==> src/rtl/alu_unit.sv <==
// alu_unit: 6-bit signed ALU with registered result, zero and signed-overflow flags.
// One operation per cycle, one cycle of latency; async reset clears to a zero result.
module alu_unit (
    input  logic       clk,
    input  logic       rst,
    input  logic [5:0] a,
    input  logic [5:0] b,
    input  logic [2:0] fxn,
    output logic [5:0] alu_ans,
    output logic       zero,
    output logic       ovf
);
    logic [6:0]         sum, dif;
    logic signed [11:0] prod;
    logic [5:0]         shl;
    logic               slt, mul_ovf;
    logic [5:0]         alu_ans_d, alu_ans_q;
    logic               ovf_d, ovf_q, zero_q;

    // Sign-extend to 7 bits so bits 6 and 5 disagree exactly on overflow.
    assign sum     = {a[5], a} + {b[5], b};
    assign dif     = {a[5], a} - {b[5], b};
    assign prod    = $signed(a) * $signed(b);
    assign mul_ovf = !((&prod[11:5]) || !(|prod[11:5]));
    assign shl     = (b[2:0] > 3'd5) ? 6'd0 : a << b[2:0];
    assign slt     = $signed(a) < $signed(b);

    always_comb begin
        alu_ans_d = 6'd0;
        ovf_d     = 1'b0;
        case (fxn)
            3'b000: begin alu_ans_d = sum[5:0];  ovf_d = sum[6] ^ sum[5]; end
            3'b001: begin alu_ans_d = dif[5:0];  ovf_d = dif[6] ^ dif[5]; end
            3'b010: alu_ans_d = a & b;
            3'b011: alu_ans_d = a | b;
            3'b100: alu_ans_d = a ^ b;
            3'b101: begin alu_ans_d = prod[5:0]; ovf_d = mul_ovf; end
            3'b110: alu_ans_d = shl;
            default: alu_ans_d = {5'd0, slt};
        endcase
    end

    always_ff @(posedge clk or posedge rst) begin
        if (rst) begin
            alu_ans_q <= 6'd0;
            zero_q    <= 1'b1;
            ovf_q     <= 1'b0;
        end else begin
            alu_ans_q <= alu_ans_d;
            zero_q    <= (alu_ans_d == 6'd0);
            ovf_q     <= ovf_d;
        end
    end

    assign alu_ans = alu_ans_q;
    assign zero    = zero_q;
    assign ovf     = ovf_q;
endmodule

==> config.mk <==
export PLATFORM = sky130hd
export DESIGN_NAME = alu_unit
export DESIGN_NICKNAME = d
export VERILOG_FILES = /design/src/rtl/alu_unit.sv
export SDC_FILE = /design/constraint.sdc
export NUM_CORES = 1
export LEC_CHECK = 0
export ABC_CLOCK_PERIOD_IN_PS = 800
export CAP_MARGIN = 40
export CORE_MARGIN = 5
export CORE_UTILIZATION = 54
export CTS_CLUSTER_SIZE = 25
export DETAILED_ROUTE_END_ITERATION = 10
export MAX_ROUTING_LAYER = met4
export PLACE_DENSITY = 0.82
export SYNTH_ARGS = -nofsm -noshare
export SYNTH_HDL_FRONTEND = slang
export SYNTH_SLANG_ARGS = --single-unit
==> constraint.sdc <==
create_clock -name clk -period 0.8 [get_ports clk]
set_input_delay 0.12 -clock clk [delete_from_list [all_inputs] [get_ports clk]]
set_output_delay 0.12 -clock clk [all_outputs]
set_load 0.01 [all_outputs]
Word level (Yosys, flattened, before mapping)
Index checks and enable logic that the tools add are counted.

storage, ports and cells
  bits in registers = 8
  output and inout bits = 8
  word-level logic and storage cells = 30

cells by class
  add/subtract/negate cells = 2
  $mul = 1
  order comparisons = 2
  equal/unequal tests = 6
  shifts and indexed selects = 1
  muxes and demuxes = 3
  bitwise logic cells = 5
  reductions and logical operators = 7

operators with widths
  cell                                           count
  case mux 6 bit (7 select lines)                1
  multiplier 6 x 6 -> 12 bit                     1
  == test 3 bit, second input constant           3
  adder 6 x 6 -> 7 bit                           1
  AND reduction 7 bit                            1
  OR reduction 7 bit                             1
  subtractor 6 x 6 -> 7 bit                      1
  AND 6 bit                                      1
  == test 3 x 2 -> 1 bit, second input constant  2
  logical NOT 6 bit                              1
  < comparator 6 bit                             1
  2-to-1 mux 6 bit                               1
  OR 6 bit                                       1
  << shifter 6 x 3 -> 6 bit                      1
  bitwise XOR 6 bit                              1
  == test 3 x 1 -> 1 bit, second input constant  1
  > comparator 3 bit, second input constant      1
  logical NOT 3 bit                              1
  case mux 1 bit (3 select lines)                1
  logical NOT 1 bit                              2
  bitwise XOR 1 bit                              2
  logical OR 1 bit                               1

Logic depth before layout (Yosys ltp)
  depth in word-level cells = 6
  gate-level depth with buffers = 19
  depth with buffers taken out = 19

Worst setup path before layout
Ideal clock, no wire load.

  path kind = in2reg
  start point = input b[1]
  end point = register ovf_q, in the netlist ovf
  setup time = 129 ps
  data arrival time = 4064 ps
  path slack = -3392 ps
  stages = 17
  buffers on the path = 1
  path through = clkbuf_1 -> inv_2 -> nor2_1 -> fa_1 -> inv_1 -> fa_1 -> fa_1 -> inv_1 -> fa_1 -> ha_1 -> a211oi_1 -> o21ai_1 -> o211ai_1 -> a21oi_1 -> xnor2_1 -> nor4_1 -> o31ai_1

between the ends
  word-level cells in the longest chain between the ends = 6

RTL lines
  element                              RTL line  source
  start: declaration                   7         input logic [5:0] b,
  multiplier 6 x 6 -> 12 bit           23        assign prod = $signed(a) * $signed(b);
  OR reduction 7 bit                   24        assign mul_ovf = !((&prod[11:5]) || !(|prod[11:5]));
  logical NOT 1 bit                    24
  logical OR 1 bit                     24
  logical NOT 1 bit                    24
  case mux 1 bit (3 select lines) (*)  31        case (fxn)
  net ovf_d                            18        logic ovf_d, ovf_q, zero_q;
  end signal: assignment               51        ovf_q <= ovf_d;
  end: declaration                     18

Mark *: on every way through the listed nets, which the timed path passes. The rest lies on a longest branch.

Worst setup path after layout
  start point = input a[3]
  end point = register ovf_q, in the netlist ovf

between the ends
  word-level cells in the longest chain between the ends = 6

RTL lines
  element                              RTL line  source
  start: declaration                   6         input logic [5:0] a,
  multiplier 6 x 6 -> 12 bit           23
  OR reduction 7 bit                   24
  logical NOT 1 bit                    24
  logical OR 1 bit                     24
  logical NOT 1 bit                    24
  case mux 1 bit (3 select lines) (*)  31
  net ovf_d                            18

Marked as above.

==> results.md <==
* Syn Nets at 406
* Antenna violations before repair at 0
* Num Clock Sinks at 8
* Final Max Tran Viols at 0
* Initial core utilization at 55.63%
* RSZ-0062 raised after global routing: true
* Avg Cell Area, Syn at 8.292 um^2
* CTS Buf Count at 3
* Post-layout minimum cycle time at 4029 ps
* Yosys cell types at 51
* Placer Congestion at 0.9597
* H-tree levels at 1
* Total number of vias at 3,168
* Die area at 0.006398 mm^2
* First-pass GRT wire length at 14.59 mm
* Fill cells at 194
* Failing checks: setup timing
* Met3 WL at 1.232 mm
* Sequential-to-total area share from yosys stat at 7.616%
* Grt total ovfl at 0
* Worst slew pin tran at 448.1 ps
* 1st-iter DRT viols at 364
* Ant. Diodes at 0
* Largest net degree at the start of global routing at 11
* EDFF count, synth at 0
* Post-DP Area at 0.003637 mm^2
* CP max stage cell: fa_2
* Hold WC Path Type: input port to async pin
* Global Route Usage Sum at 30.20%
* Routed WL at 11.51 mm
* Rel. slew slack at 69.81%
* Vias in the first global route at 2,944
* Worst setup EP type: flip-flop
* CTS tree: built
* CP required at 920 ps
* Root buffer cell: clkbuf_8
* Max_cap viols at 0
* Setup violators final at 16
* Status: finished with violations
* Post-route ant nets at 0
* Main synth FF type: dfrtp_1
* Static leakage at 1.989 nW
* Core Area at 0.004755 mm^2
* Met1 wire length at 3.956 mm
* Finished Cell Area at 0.004178 mm^2
* WP data arrival at 4150 ps
* Nets at 519
* Layout area overhead at 57.95%
* Layout cells sized above 1 at 49.19%
* Post-synthesis register bit count at 8
* Peak VDD IR at 1.136 mV
* CP Launch Type: input port
* DR vias/cell at 6.361
* Synth area leader: fa_1
* WL met2 at 5.308 mm
* Synth Cell Area at 0.002645 mm^2
* Most frequent CP cell: fa_1
* DRC viols at 0
* CP Cell Sequence: buf_8 > inv_4 > nor2_4 > fa_1 > inv_2 > fa_1 > fa_1 > inv_2 > fa_2 > ha_4 > a211oi_4 > o21ai_1 > o211ai_1 > a21oi_1 > xnor2_2 > and4_1 > o31ai_1
* Synth Warn # at 0
* Register area at 201.4 um^2
* Max FO, Critical Path at 4
* IO Count at 25
* Placed cells at 478
* Async S/R FF share, synth at 100.0%
* Crit path largest cell delay at 620 ps
* DP HPWL at 6.541 mm
* Pre-Repair DR Iteration Count at 5
* Max layer used: met4
* Place WS at -3736 ps
* Fin crit share at 503.6%
* Fin. Hold Viols at 0
* Port buffer count at 24
* Post-synth top area share at 21.19%
* Fin worst setup slack at -3229 ps
* Non-filler instance count after layout at 498
* Die Ht at 79.99 um
* Power density cells at 1777 mW/mm^2
* Area taken by multi-input logic gates at 0.002618 mm^2
* Top cells by area, synth: fa_1, ha_1, inv_1, dfrtp_1, nor2_1
* Hold WS at 199.6 ps
* Standard-cell rows at 25
* Clk pin slew, worst setup/hold paths at 40 ps
* Max Clk Rate at 248.2 MHz
* Fin util at 87.87%
* Setup CP Type: input port to flip-flop
* Die W at 79.99 um
* Post-Synthesis Cells at 319
* CTS Hold Bufs at 0
* Longest Clk Path Bufs at 2
* Routed length per instance at 23.12 um
stage by stage:
stage | power (W) | setup TNS (ps)
6_report | 0.007425 | -15900
5_1_grt | 0.007864 | -16700
4_1_cts | 0.006107 | -15470
3_5_place_dp | 0.005223 | -22110
3_3_place_gp | 0.004982 | -21500
2_1_floorplan | 0.003685 | -14340
registers in the layout (all words and copies together), names as in the netlist:
register	flops
alu_ans	6
zero	1
ovf	1
layout make-up:
class / instances / area share [%]
Multi-Input combinational cell: 246 / 62.65
Timing Repair Buffer: 118 / 23.69
Inverter: 55 / 5.750
Sequential cell: 8 / 4.822
Tap cell: 67 / 2.007
Clock buffer: 4 / 1.078
repair_timing:
item | in CTS | in global routing
gates resized for setup | 129 | 63
setup endpoints to repair | 16 | 16
setup buffers | 11 | 9
pin swaps | 36 | 30
placed cells by master (no fill, tap or decap), drive strengths merged, types with 5 or more instances in the layout:
master	netlist	routed
buf	8	113
inv	55	54
ha	42	42
nor2	40	40
fa	28	28
nand2	23	23
a21oi	20	20
xnor2	13	13
o21ai	12	12
mux2i	9	9
dfrtp	7	7
or3	5	5
clkbuf	2	5
synthesized netlist by cell type (all sizes together), types with 2 or more instances:
| library cell | instances |
|---|---|
| nand3 | 2 |
| xor2 | 2 |
| inv | 55 |
| o221ai | 4 |
| ha | 42 |
| buf | 8 |
| a211o | 3 |
| o311a | 2 |
| xnor2 | 13 |
| a21oi | 20 |
| o211ai | 4 |
| dfrtp | 7 |
| nor2b | 3 |
| or3 | 5 |
| a22oi | 2 |
| nand2b | 3 |
| a221oi | 2 |
| fa | 28 |
| a21o | 3 |
| clkbuf | 2 |
| a211oi | 3 |
| nor2 | 40 |
| nor4 | 2 |
| o31ai | 4 |
| nand2 | 23 |
| mux2i | 9 |
| nor3 | 4 |
| o21ai | 12 |
| o21bai | 3 |
per-layer routing:
| metal | global-route usage [%] | up-vias |
|---|---|---|
| li1 | - | 1288 |
| met1 | 35.67 | 1484 |
| met2 | 51.08 | 286 |
| met3 | 4.853 | 110 |
| met4 | 12.33 | 0 |
| met5 | - | - |
report_power, final:
part | internal (W) | total [W] | switching, W
Sequential | 0.000465 | 0.000482 | 0.0000166
Clock | 0.000346 | 0.000511 | 0.000165
Combinational | 0.00297 | 0.00643 | 0.00346
Total | 0.00379 | 0.00742 | 0.00364
worst max-delay path: cells and delay by family:
kind | cells | cell delay (ps)
compound gates | 5 | 970
xor+xnor | 1 | 180
simple gates | 2 | 210
fa+ha+maj | 5 | 2420
buf+inv | 4 | 260
cells by family after synthesis:
kind of cell,Yosys count,share of synthesized area (%)
buffers and inverters,65,9.697
multiplexers,9,3.406
adder cells (fa/ha/maj),70,41.06
AND/OR/NAND/NOR,85,14.38
flip-flops,8,7.616
XOR/XNOR,15,5.251
AO/OA/AOI/OAI,67,18.59
final timing paths:
check                      startpoint                    to  slack (ps)  depth (start not counted)
worst min-delay path              rst  alu_ans[4]$_DFF_PP0_         200                          3
min in group clk               fxn[1]  alu_ans[1]$_DFF_PP0_         490                          3
max in group asynchronous         rst  alu_ans[0]$_DFF_PP0_         500                          3
worst max-delay path             a[3]         ovf$_DFF_PP0_       -3230                         17
Note: power is estimated with default switching activity, not from simulation.
